<file path="src/rtl/parameter_dispatcher_pkg.sv">
// ----------------------------------------------------------------------------
// parameter_dispatcher_pkg
//   Shared constants for the CGRA parameter dispatcher: FSM state encodings
//   and the default buffer-head settle time.
// ----------------------------------------------------------------------------
package parameter_dispatcher_pkg;

    // FSM encodings kept as plain 2-bit constants so they can be matched
    // against older netlists and waveform dumps that use the same values.
    localparam logic [1:0] PD_IDLE   = 2'd0;
    localparam logic [1:0] PD_SETTLE = 2'd1;
    localparam logic [1:0] PD_ISSUE  = 2'd2;

    localparam int PD_SETTLE_CYCLES_DEFAULT = 4;

endpackage

</file>
<file path="src/rtl/parameter_dispatcher_decoder.sv">
// ----------------------------------------------------------------------------
// pe_onehot_decoder
//   Turns a destination PE id into a one-hot RF write-enable vector and flags
//   whether the id names an existing PE.
//   Ports:
//     pe_id_i   in  PE_ID_WIDTH  destination PE id
//     onehot_o  out PE_COUNT     one-hot select, all zero for an illegal id
//     valid_o   out 1            id < PE_COUNT
// ----------------------------------------------------------------------------
module pe_onehot_decoder #(
    parameter int PE_ID_WIDTH = 2,
    parameter int PE_COUNT    = 4
) (
    input  logic [PE_ID_WIDTH-1:0] pe_id_i,
    output logic [PE_COUNT-1:0]    onehot_o,
    output logic                   valid_o
);

    always_comb begin
        valid_o = (32'(pe_id_i) < PE_COUNT);
        for (int i = 0; i < PE_COUNT; i++) begin
            onehot_o[i] = (pe_id_i == PE_ID_WIDTH'(i));
        end
    end

endmodule

</file>
<file path="src/rtl/parameter_dispatcher.sv">
// ----------------------------------------------------------------------------
// parameter_dispatcher
//   Drains the CGRA parameter buffer and writes each entry into the register
//   file of its destination PE. A buffer head must be stable for
//   SETTLE_CYCLES cycles before it is popped; the pop (ISSUE) only starts
//   while the RF write window is open, and the registered RF write follows
//   one cycle later.
//   Ports:
//     CGRA_CLK_I        in  clock
//     RST_N_I           in  asynchronous active-low reset
//     EN_I              in  global enable, low freezes all state
//     WINDOW_I          in  RF write window open
//     BUF_EMPTY_I       in  buffer empty flag
//     BUF_DATA_I        in  head entry data
//     BUF_PE_I          in  head entry destination PE
//     BUF_RF_OFFSET_I   in  head entry RF offset
//     BUF_NEXT_O        out pop pulse
//     RF_WE_O           out one-hot RF write enable
//     RF_ADDR_O         out RF write address (shared)
//     RF_DATA_O         out RF write data (shared)
//     BAD_PE_O          out popped entry had an illegal PE id
//     BUSY_O            out FSM not idle
//     DISPATCH_COUNT_O  out RF writes performed since reset (wrapping)
// ----------------------------------------------------------------------------
module parameter_dispatcher
    import parameter_dispatcher_pkg::*;
#(
    parameter int PARAMETER_WIDTH = 32,
    parameter int PE_ID_WIDTH     = 2,
    parameter int RF_WIDTH        = 6,
    parameter int PE_COUNT        = 4,
    parameter int SETTLE_CYCLES   = PD_SETTLE_CYCLES_DEFAULT,
    parameter int COUNT_WIDTH     = 16
) (
    input  logic                       CGRA_CLK_I,
    input  logic                       RST_N_I,
    input  logic                       EN_I,
    input  logic                       WINDOW_I,
    input  logic                       BUF_EMPTY_I,
    input  logic [PARAMETER_WIDTH-1:0] BUF_DATA_I,
    input  logic [PE_ID_WIDTH-1:0]     BUF_PE_I,
    input  logic [RF_WIDTH-1:0]        BUF_RF_OFFSET_I,
    output logic                       BUF_NEXT_O,
    output logic [PE_COUNT-1:0]        RF_WE_O,
    output logic [RF_WIDTH-1:0]        RF_ADDR_O,
    output logic [PARAMETER_WIDTH-1:0] RF_DATA_O,
    output logic                       BAD_PE_O,
    output logic                       BUSY_O,
    output logic [COUNT_WIDTH-1:0]     DISPATCH_COUNT_O
);

    localparam int CNT_WIDTH = $clog2(SETTLE_CYCLES + 1);

    logic [1:0]                 state_q, state_d;
    logic [CNT_WIDTH-1:0]       cnt_q, cnt_d;
    logic [PE_COUNT-1:0]        we_q, we_d;
    logic                       bad_q, bad_d;
    logic [RF_WIDTH-1:0]        addr_q, addr_d;
    logic [PARAMETER_WIDTH-1:0] data_q, data_d;
    logic [COUNT_WIDTH-1:0]     count_q, count_d;

    logic [PE_COUNT-1:0]        pe_onehot;
    logic                       pe_valid;

    pe_onehot_decoder #(
        .PE_ID_WIDTH (PE_ID_WIDTH),
        .PE_COUNT    (PE_COUNT)
    ) u_decoder (
        .pe_id_i  (BUF_PE_I),
        .onehot_o (pe_onehot),
        .valid_o  (pe_valid)
    );

    always_comb begin
        // NOTE: every variable gets its hold value first so no path through
        // the case statement leaves one unassigned and infers a latch.
        state_d = state_q;
        cnt_d   = cnt_q;
        we_d    = we_q;
        bad_d   = bad_q;
        addr_d  = addr_q;
        data_d  = data_q;
        count_d = count_q;

        if (EN_I) begin
            // Write/bad pulses last exactly one enabled cycle.
            we_d  = '0;
            bad_d = 1'b0;

            case (state_q)
                PD_IDLE: begin
                    if (!BUF_EMPTY_I) begin
                        state_d = PD_SETTLE;
                        cnt_d   = '0;
                    end
                end

                PD_SETTLE: begin
                    if (cnt_q != CNT_WIDTH'(SETTLE_CYCLES)) begin
                        cnt_d = cnt_q + CNT_WIDTH'(1);
                    end
                    if (BUF_EMPTY_I) begin
                        state_d = PD_IDLE;
                        cnt_d   = '0;
                    end else if ((cnt_q >= CNT_WIDTH'(SETTLE_CYCLES - 1)) && WINDOW_I) begin
                        // A closed window simply parks here with the counter
                        // saturated; the head is held so its fields stay valid.
                        state_d = PD_ISSUE;
                    end
                end

                PD_ISSUE: begin
                    // Committed: the write happens regardless of WINDOW_I and
                    // BUF_EMPTY_I in this cycle.
                    state_d = PD_SETTLE;
                    cnt_d   = '0;
                    if (pe_valid) begin
                        we_d    = pe_onehot;
                        addr_d  = BUF_RF_OFFSET_I;
                        data_d  = BUF_DATA_I;
                        count_d = count_q + COUNT_WIDTH'(1);
                    end else begin
                        bad_d = 1'b1;
                    end
                end

                default: begin
                    state_d = PD_IDLE;
                    cnt_d   = '0;
                end
            endcase
        end
    end

    // NOTE: sequential state uses non-blocking assignments so every flop
    // samples the pre-edge values regardless of statement order.
    always_ff @(posedge CGRA_CLK_I or negedge RST_N_I) begin
        if (!RST_N_I) begin
            state_q <= PD_IDLE;
            cnt_q   <= '0;
            we_q    <= '0;
            bad_q   <= 1'b0;
            addr_q  <= '0;
            data_q  <= '0;
            count_q <= '0;
        end else begin
            state_q <= state_d;
            cnt_q   <= cnt_d;
            we_q    <= we_d;
            bad_q   <= bad_d;
            addr_q  <= addr_d;
            data_q  <= data_d;
            count_q <= count_d;
        end
    end

    // Pulses are gated by EN_I so a frozen dispatcher never pops or writes.
    assign BUF_NEXT_O       = EN_I && (state_q == PD_ISSUE);
    assign RF_WE_O          = EN_I ? we_q : '0;
    assign BAD_PE_O         = EN_I && bad_q;
    assign RF_ADDR_O        = addr_q;
    assign RF_DATA_O        = data_q;
    assign BUSY_O           = (state_q != PD_IDLE);
    assign DISPATCH_COUNT_O = count_q;

endmodule

</file>
<file path="config.mk">
export PLATFORM = sky130hd
export DESIGN_NAME = parameter_dispatcher
export DESIGN_NICKNAME = d
export VERILOG_FILES = /design/src/rtl/parameter_dispatcher_pkg.sv /design/src/rtl/parameter_dispatcher_decoder.sv /design/src/rtl/parameter_dispatcher.sv
export SDC_FILE = /design/constraint.sdc
export NUM_CORES = 1
export LEC_CHECK = 0
export CORE_MARGIN = 2
export CORE_UTILIZATION = 30
export CTS_CLUSTER_SIZE = 12
export DETAILED_ROUTE_END_ITERATION = 7
export PLACE_DENSITY = 0.62
export SLEW_MARGIN = 15
export SYNTH_ARGS = -nofsm -noshare
export SYNTH_HDL_FRONTEND = slang
export SYNTH_HIERARCHICAL = 1
export SYNTH_SLANG_ARGS = --single-unit
export TNS_END_PERCENT = 30
</file>
<file path="constraint.sdc">
create_clock -name CGRA_CLK_I -period 1.3 [get_ports CGRA_CLK_I]
set_input_delay 0.325 -clock CGRA_CLK_I [delete_from_list [all_inputs] [get_ports CGRA_CLK_I]]
set_output_delay 0.325 -clock CGRA_CLK_I [all_outputs]
set_load 0.02 [all_outputs]
</file>
# --- Yosys cells after proc, flatten, opt, wreduce, memory -nomap -nowiden ---
# Cells that the tools add are included.
word_totals:
  regBits: 63
  wordCells: 36
classes:
  magnitude_cmp: 1
  add_sub_neg: 2
  n_mux: 10
  n_reduce_logical: 8
  n_eq_ne: 9
op_table:
  columns: ["cell", "count"]
  rows:
  - ["$add 16x1->16 const B", 1]
  - ["$mux 3", 3]
  - ["$ne 3x3->1 const B", 3]
  - ["$mux 4", 2]
  - ["$eq 2x2->1 const B", 3]
  - ["$mux 2", 3]
  - ["$pmux 2 s3", 1]
  - ["$pmux 3 s2", 1]
  - ["$reduce_and 3->1", 2]
  - ["$eq 2x1->1 const B", 2]
  - ["$logic_not 2->1", 2]
  - ["$add 3x1->3 const B", 1]
  - ["$ge 3x2->1 const B", 1]
  - ["$logic_and 1x1->1", 2]
  - ["$ne 2x2->1 const B", 1]
  - ["$reduce_and 2->1", 1]
  - ["$reduce_bool 2->1", 1]

# --- Logic depth before layout (Yosys ltp) ---
# Gate-level depths: netlist (run 1).
depth:
  ltp_word: 5
  mapped_depth: 6
  ltp_nobuf: 6

# --- Hierarchy ---
# Netlist (run 1), hierarchy kept.
modules_own_cells:
  columns: ["mod", "n_inst", "area_per_inst_um2", "cells_per_inst"]
  rows:
  - ["parameter_dispatcher", 1, 2705.1, 283]
  - ["pe_onehot_decoder", 1, 37.5, 6]

# --- Least setup slack after synthesis (run 1) ---
# OpenSTA, ideal clock, no wires.
synth_timing:
  path_kind: "register to register"
  startpoint: "register count_q[0] (netlist: DISPATCH_COUNT_O[0])"
  endpoint: "register count_q[10] (netlist: DISPATCH_COUNT_O[10])"
  path_slack_ns: -0.150
  arrival_time_ns: 1.370
  path_stages_with_launch: 6
  period_less_slack_ns: 1.450
  setup_ns: 0.080
  n_path_buf: 0
  t_required_ns: 1.220
  cell_sequence: "dfrtp_1 ha_1 nand4_1 nor3_2 and3_1 xor2_1"
synth_via:
  elab_chain_cells: 1
synth_rtl:
  columns: ["element", "line", "source"]
  rows:
  - ["start, declared", "parameter_dispatcher.sv:60", "logic [COUNT_WIDTH-1:0] count_q, count_d;"]
  - ["start signal, assigned", "parameter_dispatcher.sv:153", "count_q <= count_d;"]
  - ["$add 16x1->16", "parameter_dispatcher.sv:121", "count_d = count_q + COUNT_WIDTH'(1);"]
# Every way passes these cells.
# A chain may end at the register's enable or synchronous reset.

# --- Worst setup path in the final report (run 1) ---
layout_timing:
  startpoint: "register state_q[1]"
  endpoint: "register count_q[5] (netlist: DISPATCH_COUNT_O[5])"
layout_via:
  elab_chain_cells: 2
layout_rtl:
  columns: ["element", "line", "source"]
  rows:
  - ["start, declared", "parameter_dispatcher.sv:54", "logic [1:0] state_q, state_d;"]
  - ["start signal, assigned", "parameter_dispatcher.sv:147", "state_q <= state_d;"]
  - ["$eq 2x2->1", "parameter_dispatcher.sv:90", "case (state_q)"]
  - ["$reduce_and 2->1 (no source line)", null, null]
# Every way passes these cells.

==> results.py, run 1 <==
metrics = {
    "run_status": {
        "status": "finished with violations",
        "violations": "negative setup slack",
    },
    "placement": {
        "post-dp-hpwl_um": 4830,
        "pre_cts_ws_ps": -758,
        "place_congestion": 0.790,
        "io_buffers": 105,
    },
    "grt": {
        "grt_pass1_vias": 2447,
        "antenna_found_initial": 0,
        "grt.total_usage": 0.143,
        "gr-total-overflow": 0,
        "grt_pass1_wl_um": 11500,
        "grt_max_degree": 38,
    },
    "clocking": {
        "clk_latency_ps": 330,
        "clockBufferDepth": 2,
        "cts.clk_slew.worst_paths_ps": 70,
        "cts_tree": "yes",
        "numCtsBuffers": 9,
        "h-tree-depth": 3,
        "cts_sinks": 64,
        "cts_root_buf": "clkbuf_8",
    },
    "routing": {
        "drt_drc_violations_left": 0,
        "viasPerCell": 4.32,
        "post_drt_wl_per_cell_um": 12.8,
        "drtAntennaViolNets": 0,
        "num_vias": 2369,
        "first_pass_iters": 4,
        "dr.first_iter.drc_count": 67,
        "wirelength_um": 7010,
    },
    "pwr": {
        "comb_power_share": 0.157,
        "p_sw_w": 0.00119,
        "p_seq_frac": 0.500,
        "swShare": 0.273,
        "clockPowerShare": 0.344,
        "leakage_nw": 2.34,
        "p_per_area_nw_per_um2": 1020,
        "internal-power_w": 0.00316,
        "peakVddDrop_uv": 384,
    },
    "sta": {
        "rsz0062_at_grt": "yes",
        "period_share": 1.12,
        "hold_viol": 0,
        "period_needed_ps": 1450,
        "slew_violations": 0,
        "finalClockSkew_ps": 10.8,
        "clock.fmax_mhz": 690,
        "finalSetupViolCount": 46,
        "setup_ws_ps": -150,
    },
    "floorplan": {
        "initial_utilization": 0.311,
        "die_h_um": 99.6,
        "die_area_um2": 9920,
        "die_w_um": 99.6,
        "io_pins": 106,
        "coreArea_um2": 8810,
        "rows": 34,
    },
    "critical_path": {
        "critical_path.max_fanout": 4,
        "cp.arrival_ps": 1660,
        "worstPathRequired_ps": 1510,
        "r2r-start": "state_q[1]$_DFFE_PN0P_",
        "worstSetupStartpoint": "state_q[1]$_DFFE_PN0P_",
        "worst-setup-path-type": "flip-flop to flip-flop",
        "r2r_slack_ps": -150,
        "critPathCaptureType": "flip-flop",
        "startpoint_type": "flip-flop",
    },
    "logic_synthesis": {
        "synthAdderAreaFrac": 0.0182,
        "postSynth.asyncResetShare": 1.00,
        "synth_seq_cells": 64,
        "synth_nets": 338,
        "synth_top_cell_by_area": "dfrtp_1",
        "synth_compound_gate_area_share": 0.0255,
        "ys.flop_type": "dfrtp_1",
        "netlist.area_leader.share": 0.584,
        "synthSimpleGateAreaFrac": 0.268,
        "synth_xor_area_frac": 0.0479,
        "ys_top_cells_by_area": "dfrtp_1, nand2_1, xnor2_1, ha_1, xor2_1",
        "synth_top_family_by_area": "simple AND/OR/NAND/NOR gates",
        "yosysUniqueCellTypes": 39,
        "ys_seq_area_frac": 0.584,
        "synthCells": 289,
        "yosys_warnings": 6,
        "syn_avg_cell_area_um2": 9.49,
        "synth.area.mux_share": 0.0155,
        "syn_area_um2": 2740,
        "synth_edf_count": 0,
    },
    "layout": {
        "nets": 484,
        "drive_above_1_share": 0.368,
        "syn2layout_area_growth_pct": 55.0,
        "antenna_cells": 0,
        "finish.utilization": 0.483,
    },
    "worst_hold_path": {
        "worstHoldStart": "RF_DATA_O[8]$_DFFE_PN0P_",
        "min_path_type": "flip-flop to flip-flop",
    },
    "flow_run": {
        "maxCapViolations": 0,
    },
}
==> Yosys cell counts (2+ instances only) <==
cell and n:
xor2_1 4, nand3_1 4, nand4_1 5, o21ai_1 4
mux2_1 2, nor2_1 7, inv_1 9, nand2_1 131
xnor2_1 11, mux2i_1 2, and3_1 2, ha_1 4
buf_4 3, nor2b_1 2, buf_1 3, and2_1 5
dfrtp_1 64, buf_2 6
==> power groups by stage <==
stage / combinational [W] / sequential, W / clock (W)
detailed placement: 0.000740 / 0.00221 / 0
global route: 0.000749 / 0.00219 / 0.00165
global placement: 0.000728 / 0.00221 / 0
CTS: 0.000674 / 0.00217 / 0.00156
finish: 0.000681 / 0.00217 / 0.00150
floorplan: 0.000161 / 0.00233 / 0
==> flip-flops by register name, summed over array words and instances (netlist names) <==
name,cells
DISPATCH_COUNT_O,16
RF_ADDR_O,6
RF_DATA_O,32
bad_q,1
cnt_q,3
state_q,2
we_q,4
==> what timing repair did <==
item	CTS	global route
cloned	1	0
pin swaps	8	10
hold buffers	1	0
resized for setup	275	24
endpoints found under the hold margin	37	0
setup endpoints to repair	124	65
setup buffers	3	2
==> cell type report <==
type | count | area [um2]
Tap cell | 108 | 135
Timing Repair Buffer | 148 | 1170
Inverter | 11 | 42.5
Multi-Input combinational cell | 201 | 1120
Clock inverter | 6 | 35.0
Fill cell | 857 | 4550
Sequential cell | 64 | 1610
Clock buffer | 10 | 138
==> worst max-delay path, cell delays in order, from the launching register on <==
cell and delay, ps:
dfrtp_2 410, buf_6 120, and4b_2 280, nand2_1 70
or3_1 320, xnor2_1 130
==> worst paths after layout <==
kind                       depth (start not counted)                                to
min in group asynchronous                          3  DISPATCH_COUNT_O[12]$_DFFE_PN0P_
min                                                2          RF_DATA_O[8]$_DFFE_PN0P_
min reg2reg                                        2          RF_DATA_O[8]$_DFFE_PN0P_
max reg2reg                                        5   DISPATCH_COUNT_O[5]$_DFFE_PN0P_
max in group asynchronous                          3          RF_ADDR_O[1]$_DFFE_PN0P_
max                                                5   DISPATCH_COUNT_O[5]$_DFFE_PN0P_
==> cells in the final DEF, fill, tap and decap left out, types with 2 or more instances in the layout <==
cell	n
and2_4	5
buf_12	2
buf_2	55
buf_4	35
buf_6	11
clkbuf_8	10
clkdlybuf4s50_1	41
clkinv_2	5
clkinvlp_4	2
dfrtp_1	55
dfrtp_2	9
ha_1	2
inv_1	9
mux2_4	2
mux2i_1	2
nand2_1	119
nand2_2	12
nand3_1	3
nand4_1	5
nor2_1	7
nor2b_1	2
o21ai_1	4
xnor2_1	11
xor2_1	4
==> layer usage <==
layer  wire length, um  GRT usage  vias up
met5                 0          0        -
li1                  -          -     1195
met2              3190      0.226       76
met3               497     0.0464        6
met4                56     0.0348        0
met1              3260      0.191     1092
==> cell families after synthesis <==
logic type	after synthesis
compound gates	11
xor+xnor	15
fa+ha+maj	4
buf+inv	24
flops	64
mux	4
other cells	1
simple gates	166
==> metrics by stage <==
step	setup TNS, ps	std cells	hold slack, ps	cell area [um2]	total power, W
after CTS	-3650	546	475	4190	0.00441
after global routing	-5550	548	487	4250	0.00459
after detailed placement	-39170	525	331	4150	0.00295
final	-2440	548	469	4250	0.00435
after global placement	-36640	525	329	4150	0.00294
after floorplan	-414	289	29.4	2750	0.00249
Note: power is estimated with default switching activity, not from simulation.
==> inputs of run 2 (changes only) <==
--- a/config.mk
+++ b/config.mk
@@ -7,3 +7,2 @@
 export LEC_CHECK = 0
-export CORE_MARGIN = 2
 export CORE_UTILIZATION = 30
--- a/constraint.sdc
+++ b/constraint.sdc
@@ -3,2 +3,2 @@
 set_output_delay 0.325 -clock CGRA_CLK_I [all_outputs]
-set_load 0.02 [all_outputs]
+set_load 0.005 [all_outputs]
==> run 2 against run 1 <==
Compared with the run above: the run ends with design-rule violations, negative setup slack left; largest power group unchanged; setup slack worse by 65 ps; worst hold slack better by 4.6 ps; core utilization up 4.2 points; cell area up 8.7%; sequential cell count unchanged; clock-buffer cell count up 2; clock skew down 1.9 ps; sequential power about the same; total power up 8.8%; via count up 5.8%; highest routed layer unchanged.
==> results.py, run 2 (synthesis results as in run 1) <==
metrics = {
    "sta": {
        "setup_ws_ps": -216,
        "finalClockSkew_ps": 8.96,
        "setup_tns_ps": -5650,
        "clock.fmax_mhz": 660,
        "rsz0062_at_grt": "yes",
        "period_share": 1.17,
        "finalSetupViolCount": 66,
        "period_needed_ps": 1520,
        "slew_violations": 0,
        "hold_viol": 0,
    },
    "grt": {
        "grt.total_usage": 0.150,
        "grt_pass1_wl_um": 11300,
        "gr-total-overflow": 0,
        "antenna_found_initial": 0,
        "grt_pass1_vias": 2425,
        "grt_max_degree": 41,
    },
    "clocking": {
        "cts_sinks": 64,
        "cts_root_buf": "clkbuf_8",
        "clk_latency_ps": 340,
        "cts_tree": "yes",
        "numCtsBuffers": 9,
        "clockBufferDepth": 2,
        "cts.clk_slew.worst_paths_ps": 70,
        "h-tree-depth": 3,
    },
    "routing": {
        "drt_drc_violations_left": 18,
        "post_drt_wl_per_cell_um": 12.3,
        "dr.first_iter.drc_count": 87,
        "wirelength_um": 6980,
        "first_pass_iters": 6,
        "viasPerCell": 4.43,
        "drtAntennaViolNets": 0,
        "num_vias": 2506,
    },
    "pwr": {
        "peakVddDrop_uv": 455,
        "clockPowerShare": 0.406,
        "p_total_w": 0.00473,
        "comb_power_share": 0.135,
        "leakage_nw": 2.44,
        "p_seq_frac": 0.460,
        "internal-power_w": 0.00367,
        "swShare": 0.224,
        "p_per_area_nw_per_um2": 1020,
        "p_sw_w": 0.00106,
    },
    "worst_hold_path": {
        "min_path_type": "flip-flop to flip-flop",
        "whs_path_depth": 2,
    },
    "critical_path": {
        "critical_path.max_fanout": 3,
        "cp.arrival_ps": 1740,
        "reg2reg_depth": 5,
        "worstSetupStartpoint": "state_q[0]$_DFFE_PN0P_",
        "r2r-end": "cnt_q[0]$_DFFE_PN0P_",
        "path_delay_family": "flip-flops",
        "r2r-start": "state_q[0]$_DFFE_PN0P_",
        "crit_end": "cnt_q[0]$_DFFE_PN0P_",
        "crit_chain": "buf_6 -> and2b_1 -> a31oi_1 -> o21a_1 -> mux2_4",
        "startpoint_type": "flip-flop",
        "worst-setup-path-type": "flip-flop to flip-flop",
        "cp.depth": 5,
        "crit_slowest_cell": "dfrtp_2",
        "r2r_slack_ps": -220,
        "slowest_delay_ps": 430,
        "critPathBufInv": 1,
        "critPathCaptureType": "flip-flop",
        "worstPathRequired_ps": 1520,
    },
    "layout": {
        "fillCellCount": 806,
        "syn2layout_area_growth_pct": 68.5,
        "antenna_cells": 0,
        "layout_commonest_cell": "nand2_1",
        "nets": 503,
        "final-seq-area_um2": 1600,
        "stdcell_area_um2": 4620,
        "layout_common_cells": "nand2_1, dfrtp_1, buf_4",
        "drive_above_1_share": 0.279,
        "multi_input_area_um2": 1100,
        "finish.utilization": 0.525,
        "largest_reg_flops": 32,
    },
    "floorplan": {
        "die_area_um2": 9530,
        "rows": 34,
        "io_pins": 106,
        "coreArea_um2": 8810,
        "die_w_um": 97.6,
        "die_h_um": 97.6,
        "initial_utilization": 0.311,
    },
    "placement": {
        "pre_cts_ws_ps": -761,
        "placed_cell_area_um2": 4110,
        "io_buffers": 105,
        "post-dp-hpwl_um": 4610,
        "place_congestion": 0.743,
    },
    "flow_run": {
        "maxCapViolations": 0,
    },
    "run_status": {
        "violations": "design-rule violations, negative setup slack",
        "status": "finished with violations",
    },
}
==> run 2: cell count changes in the layout (fill, tap and decap cells not counted), sizes merged <==
cell,before,now
bufinv,0,2
clkbuf,10,29
dlygate4sd2,1,0
clkdlybuf4s50,41,42
clkinv,5,2
buf,104,72
clkdlybuf4s15,1,35
clkinvlp,2,0
==> run 2: worst reg2reg max path, delay by kind of cell, from the launching register on <==
family                 cells  cell delay, ps
buffers and inverters      1             120
flip-flops                 1             430
AND/OR/NAND/NOR            1             160
AO/OA/AOI/OAI              2             370
multiplexers               1             320
==> run 2: power groups by stage <==
| stage | Combinational, W | Clock, W | Sequential, W |
|---|---|---|---|
| 2_1_floorplan | 0.000156 | 0 | 0.00221 |
| 3_3_place_gp | 0.000616 | 0 | 0.00221 |
| 3_5_place_dp | 0.000622 | 0 | 0.00221 |
| 4_1_cts | 0.000663 | 0.00198 | 0.00217 |
| 5_1_grt | 0.000705 | 0.00207 | 0.00219 |
| 6_report | 0.000637 | 0.00192 | 0.00217 |
==> run 2: final cells by class <==
type	count	area share
Sequential cell	64	0.347
Timing Repair Buffer	167	0.329
Multi-Input combinational cell	201	0.238
Clock buffer	12	0.0336
Tap cell	108	0.0292
Clock inverter	3	0.0141
Inverter	11	0.00893
==> run 2: metrics by stage <==
stage / hold WS [ps] / cells
2_1_floorplan: 29.4 / 289
3_3_place_gp: 321 / 519
3_5_place_dp: 322 / 519
4_1_cts: 479 / 561
5_1_grt: 489 / 566
6_report: 473 / 566
==> run 2: worst min path at each step <==
| stage | slack (ps) | from | endpoint |
|---|---|---|---|
| floorplan | 30 | RST_N_I | DISPATCH_COUNT_O[0]$_DFFE_PN0P_ |
| global placement | 320 | RST_N_I | RF_DATA_O[19]$_DFFE_PN0P_ |
| detailed placement | 320 | RST_N_I | RF_DATA_O[22]$_DFFE_PN0P_ |
| CTS | 480 | RF_DATA_O[15]$_DFFE_PN0P_ | RF_DATA_O[15]$_DFFE_PN0P_ |
| global route | 490 | BUF_DATA_I[10] | RF_DATA_O[10]$_DFFE_PN0P_ |
| finish | 470 | RF_DATA_O[15]$_DFFE_PN0P_ | RF_DATA_O[15]$_DFFE_PN0P_ |
==> run 2: timing repair <==
item,4_1_cts,5_1_grt
hold endpoints to repair,24,0
hold buffers,1,0
endpoints found under the setup margin,124,88
gates resized for setup,166,39
gates cloned,0,1
setup buffers,26,6
pin swaps,14,16
==> run 2: layer usage <==
| metal | share of wire | GRT usage |
|---|---|---|
| met1 | 0.46 | 0.188 |
| met2 | 0.46 | 0.244 |
| met3 | 0.070 | 0.0424 |
| met4 | 0.011 | 0.0559 |
| met5 | 0 | 0 |
